$ cat config.mk
export PLATFORM = sky130hd
export DESIGN_NAME = branch_ctrl
export DESIGN_NICKNAME = d
export VERILOG_FILES = /design/src/rtl/branch_ctrl.sv
export SDC_FILE = /design/constraint.sdc
export NUM_CORES = 1
export LEC_CHECK = 0
export ABC_CLOCK_PERIOD_IN_PS = 3810
export BUFFER_PORTS_ARGS = -buffer_cell sky130_fd_sc_hd__buf_2
export CORE_MARGIN = 2
export CORE_UTILIZATION = 36
export CTS_CLUSTER_SIZE = 12
export DETAILED_ROUTE_END_ITERATION = 8
export HOLD_SLACK_MARGIN = 0.02
export PLACE_DENSITY = 0.77
export SETUP_SLACK_MARGIN = 0.1
export SYNTH_ARGS = -nofsm -noshare
export SYNTH_HDL_FRONTEND = slang
export SYNTH_SLANG_ARGS = --single-unit
$ cat constraint.sdc
create_clock -name clk -period 3.81 [get_ports clk]
set_clock_uncertainty 0.15 [all_clocks]
set_input_delay 0.762 -clock clk [delete_from_list [all_inputs] [get_ports clk]]
set_output_delay 0.762 -clock clk [all_outputs]
set_load 0.1 [all_outputs]
$ cat src/rtl/branch_ctrl.sv
// branch_ctrl: ID-stage branch hazard stall and registered redirect sequencer (optional stats via BRANCH_CTRL_STAT_EN)
module branch_ctrl #(
  parameter int ADDR_W = 32,
  parameter int REG_AW = 5
) (
  input  logic              clk,
  input  logic              rst,
  input  logic              id_valid,
  input  logic              id_is_branch,
  input  logic              id_rs1_re,
  input  logic              id_rs2_re,
  input  logic [REG_AW-1:0] id_rs1_addr,
  input  logic [REG_AW-1:0] id_rs2_addr,
  input  logic              ex_rd_we,
  input  logic              ex_is_load,
  input  logic [REG_AW-1:0] ex_rd_addr,
  input  logic              mem_rd_we,
  input  logic              mem_is_load,
  input  logic [REG_AW-1:0] mem_rd_addr,
  input  logic              bu_pc_we,
  input  logic [ADDR_W-1:0] bu_pc,
  output logic              stall_o,
  output logic              bubble_o,
  output logic              flush_o,
  output logic              redirect_we_o,
  output logic [ADDR_W-1:0] redirect_pc_o,
  output logic [31:0]       stat_branch_o,
  output logic [31:0]       stat_taken_o,
  output logic [31:0]       stat_stall_o
);
  localparam logic [1:0] IDLE = 2'd0, STALL = 2'd1, REDIRECT = 2'd2;
  logic [1:0] state, cnt, n;
  logic qual, ex_m, mem_m, idle;
  always_comb begin
    qual = id_valid & id_is_branch;
    ex_m = ex_rd_we && ((id_rs1_re && id_rs1_addr != '0 && ex_rd_addr == id_rs1_addr) ||
                        (id_rs2_re && id_rs2_addr != '0 && ex_rd_addr == id_rs2_addr));
    mem_m = mem_rd_we && ((id_rs1_re && id_rs1_addr != '0 && mem_rd_addr == id_rs1_addr) ||
                          (id_rs2_re && id_rs2_addr != '0 && mem_rd_addr == id_rs2_addr));
    n = !qual ? 2'd0 : ex_m ? (ex_is_load ? 2'd2 : 2'd1) : (mem_m && mem_is_load) ? 2'd1 : 2'd0;
    idle = state == IDLE && !rst;
    stall_o = (idle && n != 2'd0) || (state == STALL && !rst);
    bubble_o = stall_o;
    flush_o = (idle && n == 2'd0 && bu_pc_we) || (state == REDIRECT && !rst);
    redirect_we_o = state == REDIRECT && !rst;
  end
  always_ff @(posedge clk or posedge rst) begin
    if (rst) begin
      state <= IDLE;
      cnt <= '0;
      redirect_pc_o <= '0;
    end else if (state == IDLE) begin
      if (n != 2'd0) begin
        cnt <= n - 2'd1;
        state <= (n == 2'd2) ? STALL : IDLE;
      end else if (bu_pc_we) begin
        redirect_pc_o <= bu_pc;
        state <= REDIRECT;
      end
    end else if (state == STALL) begin
      cnt <= cnt - 2'd1;
      state <= (cnt == 2'd1) ? IDLE : STALL;
    end else begin
      state <= IDLE;
    end
  end
`ifdef BRANCH_CTRL_STAT_EN
  logic br_inc, tk_inc;
  always_comb begin
    br_inc = idle && n == 2'd0 && qual;
    tk_inc = idle && n == 2'd0 && bu_pc_we;
  end
  always_ff @(posedge clk or posedge rst) begin
    if (rst) begin
      stat_branch_o <= '0;
      stat_taken_o <= '0;
      stat_stall_o <= '0;
    end else begin
      if (br_inc && stat_branch_o != '1) stat_branch_o <= stat_branch_o + 32'd1;
      if (tk_inc && stat_taken_o != '1) stat_taken_o <= stat_taken_o + 32'd1;
      if (stall_o && stat_stall_o != '1) stat_stall_o <= stat_stall_o + 32'd1;
    end
  end
`else
  assign stat_branch_o = '0;
  assign stat_taken_o = '0;
  assign stat_stall_o = '0;
`endif
endmodule
==> Word level (Yosys, flattened, before mapping) <==
Cells that the tools add are included.
{ "classes": {"n_addsub": 2, "n_eq_ne": 10, "n_mux": 13, "bitwise_logic": 2, "reduce_logical": 28} }
{ "ops": {"columns": ["operator", "n"], "rows": [
  ["equality test 5 bit", 4],
  ["2-to-1 mux 2 bit", 9],
  ["logical AND 1 bit", 15],
  ["nonzero test 5 bit", 2],
  ["equality test 2 x 1 -> 1 bit, second input constant", 2],
  ["equality test 2 bit, second input constant", 2],
  ["logical NOT 2 bit", 2],
  ["logical OR 1 bit", 4],
  ["2-to-1 mux 1 bit", 4],
  ["nonzero test 2 bit", 2],
  ["subtractor 2 x 1 -> 2 bit, second input constant", 2],
  ["inequality test 3 x 2 -> 1 bit, second input constant", 1],
  ["AND reduction 3 bit", 1],
  ["inequality test 2 x 1 -> 1 bit, second input constant", 1],
  ["AND reduction 2 bit", 1],
  ["bitwise AND 1 bit", 1],
  ["logical NOT 1 bit", 1],
  ["inverter 1 bit", 1]
]} }
{ "totals": {"regBits": 36, "in_bits": 63, "out_inout_bits": 132, "wordCells": 58} }

==> Longest topological paths before layout <==
{ "depth": {"word_depth": 13, "depth_mapped": 12, "ltp_nobuf": 12} }

==> Worst setup path after synthesis <==
Ideal clock, no wire load.
{ "synth_path": {"path_kind": "input-to-output", "from": "input id_rs1_addr[1]", "to": "output stall_o", "arrival_ns": 4.115, "required_ns": 2.898, "setup_slack_ns": -1.217, "stages": 10, "n_path_buf": 1, "cell_sequence": "or4_4 o21ai_2 o22ai_1 mux2i_1 nand3_1 ha_1 nand2b_1 nand2_1 nor2_1 buf_4"} }
{ "synth_via": {"elab_chain_len": 12, "elab_cells_between_ends": 17, "cone_classes": "eq/ne (2); mux (3); reduce/logical (12)"} }
{ "synth_lines": {"columns": ["element", "line_no", "rtl"], "rows": [
  ["start: declaration", "12", "input logic [REG_AW-1:0] id_rs1_addr,"],
  ["nonzero test 5 bit", "36, 38", null],
  ["logical AND 1 bit", "36, 38", null],
  ["logical AND 1 bit", "38", "mem_m = mem_rd_we && ((id_rs1_re && id_rs1_addr != '0 && mem_rd_addr == id_rs1_addr) ||"],
  ["logical OR 1 bit", "38", null],
  ["logical AND 1 bit", "38", null],
  ["logical AND 1 bit", "40", "n = !qual ? 2'd0 : ex_m ? (ex_is_load ? 2'd2 : 2'd1) : (mem_m && mem_is_load) ? 2'd1 : 2'd0;"],
  ["2-to-1 mux 1 bit", "40", null],
  ["2-to-1 mux 2 bit (*) (2 in a row)", "40", null],
  ["nonzero test 2 bit (*)", "42", "stall_o = (idle && n != 2'd0) || (state == STALL && !rst);"],
  ["logical AND 1 bit (*)", "42", null],
  ["logical OR 1 bit (*)", "42", null],
  ["end: declaration", "22", "output logic stall_o,"]
]} }
Every way passes the cells marked *; elsewhere a longest branch is shown, timed or not.

==> Worst setup path after layout <==
{ "layout_path": {"from": "input ex_rd_addr[2]", "to": "output flush_o"} }
{ "layout_via": {"elab_chain_len": 10, "elab_cells_between_ends": 12, "cone_classes": "eq/ne (2); mux (2); reduce/logical (8)"} }
{ "layout_lines": {"columns": ["element", "line_no", "rtl"], "rows": [
  ["start: declaration", "16", "input logic [REG_AW-1:0] ex_rd_addr,"],
  ["equality test 5 bit (on tied branches)", "36, 37", null],
  ["logical AND 1 bit (on tied branches)", "36, 37", null],
  ["logical OR 1 bit (*)", "36", "ex_m = ex_rd_we && ((id_rs1_re && id_rs1_addr != '0 && ex_rd_addr == id_rs1_addr) ||"],
  ["logical AND 1 bit (*)", "36", null],
  ["2-to-1 mux 2 bit (*) (2 in a row)", "40", null],
  ["logical NOT 2 bit (*)", "44", "flush_o = (idle && n == 2'd0 && bu_pc_we) || (state == REDIRECT && !rst);"],
  ["logical AND 1 bit (*) (2 in a row)", "44", null],
  ["logical OR 1 bit (*)", "44", null],
  ["end: declaration", "24", "output logic flush_o,"]
]} }
Marks and branches as above.

==> flow_summary.ini <==
[grt]
grt_max_degree = 37
grt.total_usage_pct = 12.9
first_global_vias = 1634
grt_pass1_wl_um = 7660
antenna_found_initial = 0
gr-total-overflow = 0

[clock_tree]
cts_buffers = 5
worstSkewPairLatency_ns = 0.28
root_buffer = clkbuf_8
clockBufferDepth = 2
cts-htree-levels = 2
cts_tree = built
clk_pin_slew_worst_paths_ns = 0.07
cts_hold_buf = 0
cts.sinks = 36

[finish]
final_common_cell = conb_1
nFillCells = 626
final_cell_mix = conb_1 (96), buf_2 (86), dfrtp_1 (36), mux2_2 (31), buf_6 (15)
syn2layout_area_growth_pct = 27.2
fin_nets = 420
drive_gt1_share_pct = 49.4
diodes = 0

[sta]
fmax_ghz = 0.260
fin_tns_setup_ns = -0.0302
finalCriticalPeriod_ns = 3.84
final_max_slew_viol_count = 0
setup_slack_ns = -0.0302
min_period_over_period_pct = 101
finalHoldViolations = 0
setup_viol = 1
rsz0062_at_grt = yes

[logic_synthesis]
ys_types = 27
syn_avg_cell_area_um2 = 10.6
synth-seq-cells = 36
yosysWarnings = 0
postSynthCellCount = 235
syn_area_mm2 = 0.00248
seq_area_frac_synth_pct = 36.3

[floorplanning]
dieArea_mm2 = 0.00757
die_y_um = 87.0
die_x_um = 87.0
initial_core_util_pct = 36.9
io_pins = 195
rows = 30
core_mm2 = 0.00672

[run]
cap_violations = 0

[power_and_ir_drop]
peakVddDrop_uv = 288
p_clk_share_pct = 15.8
fin_total_pwr_w = 0.00183
p_comb_share_pct = 58.5
swShare_pct = 59.5
powerDensity_mw_per_mm2 = 580
p_leak_nw = 1.63
seqPwrFrac_pct = 25.7
power.switching_w = 0.00109
internal_power_w = 0.000742

[status]
status = finished, violations left
failed_checks = setup timing

[worst_setup_path]
criticalPathCategory = in -> out
critPathLaunchType = primary input
critPathMaxFanout = 3
critical_path_arrival_ns = 2.93
endpoint_kind = primary output
cp.required_ns = 2.90
reg2reg_slack_ns = 1.85

[worst_hold_path]
hold_path_class = reg -> reg

[placement]
dp_hpwl_um = 4000
place_congestion = 0.879
numPortBuffers = 98

[route]
drtPass1Iterations = 4
wl_per_cell_um = 12.5
vias_per_cell = 4.09
drtIter0Drc = 97
vias = 1774
wirelength_um = 5430
postRouteAntennaNets = 0
drc = 0
==> synthesized netlist by cell type <==
library cell,count,area (µm²)
nand2b_1,1,6.26
or4_4,1,11.3
nor4_1,3,18.8
mux2_1,1,11.3
mux2_2,32,360
xor2_1,10,87.6
mux2i_1,1,10.0
buf_2,3,15.0
ha_1,3,37.5
dfrtp_1,36,901
a21o_1,1,7.51
nand3_1,3,15.0
nor3_1,5,25.0
nor2_1,4,15.0
a31oi_1,2,12.5
a21oi_1,1,5.00
inv_1,5,18.8
nand2_1,5,18.8
nor3b_4,1,18.8
o21ai_2,1,8.76
o22ai_1,1,6.26
buf_4,97,728
conb_1,1,3.75
xnor2_1,10,87.6
nand4_1,3,18.8
o21ai_0,3,15.0
a41oi_2,1,16.3
==> repair_timing <==
| action | 4_1_cts | 5_1_grt |
|---|---|---|
| hold endpoints to repair | 0 | 0 |
| pin swaps | 11 | 13 |
| setup endpoints to repair | 3 | 4 |
| setup buffers | 14 | 2 |
| gates resized for setup | 8 | 29 |
==> registers in the layout, summed over array words and instances (netlist names) <==
| name | count |
|---|---|
| redirect_pc_o | 32 |
| cnt | 2 |
| state | 2 |
==> worst paths after layout <==
check / cells after the start / start / endpoint
worst max-delay path: 12 / ex_rd_addr[2] / flush_o
worst min-delay path: 2 / cnt[1] / cnt[1]
worst max register to register: 4 / state[0] / redirect_pc_o[4]
worst min register to register: 2 / cnt[1] / cnt[1]
max in group asynchronous: 3 / rst / redirect_pc_o[12]
min in group asynchronous: 3 / rst / redirect_pc_o[26]
==> layout make-up <==
type	count	area, µm²	area share (%)
repair buffers	117	764	24.2
clock buffers	7	96.3	3.05
multi-input cells	189	1270	40.4
flip-flops and latches	36	901	28.6
well taps	80	100	3.17
inverters	5	18.8	0.595
==> layer usage <==
layer | up-vias | wire length [µm] | part of all wire, % | GRT usage (%)
met1 | 841 | 1900 | 35 | 15.0
met3 | 11 | 363 | 6.7 | 2.94
li1 | 815 | - | - | -
met4 | 0 | 102 | 1.9 | 4.69
met5 | - | 0 | 0 | 0
met2 | 107 | 3060 | 56 | 23.0
==> metrics by stage <==
stage                     hold slack [ns]  std cells  setup slack [ns]  cell area, µm²  utilization (%)
after floorplan                     0.299        330            -0.156            2900                -
after global placement              0.314        411            0.0652            2790             41.6
after detailed placement            0.319        411           -0.0340            2790             41.6
after CTS                           0.333        432            0.0135            3030             45.0
after global routing                0.372        434            -0.129            3150             46.9
final                               0.325        434           -0.0302            3150             46.9
==> critical path: stages <==
cell and delay [ns]:
buf_8 0.10, xor2_1 0.15, nor4_1 0.30, nand3_1 0.16, o22ai_2 0.26, mux2i_2 0.28, nand3_2 0.15, ha_4 0.20
nand2b_4 0.09, nor3b_4 0.05, a21o_2 0.24, buf_12 0.17
==> power groups by stage <==
stage / Sequential (W) / Clock (W) / Combinational, W
after CTS: 0.000471 / 0.000301 / 0.00106
after global placement: 0.000474 / 0 / 0.00105
after global routing: 0.000479 / 0.000322 / 0.00110
after floorplan: 0.000878 / 0 / 0.000601
final: 0.000471 / 0.000289 / 0.00107
after detailed placement: 0.000477 / 0 / 0.00106
==> cell families (layout without fill, tap and decap cells) <==
logic type	Yosys count	count (layout)	share of synthesized area (%)
buffers and inverters	105	129	30.7
DFF	36	36	36.3
muxes	34	34	15.4
and+or+nand+nor	26	26	5.95
xor gates and xnor gates	20	20	7.06
AOI/OAI and AO/OA	10	10	2.88
adders and majority gates	3	3	1.51
other	1	96	0.151
Note: power is estimated with default switching activity, not from simulation.
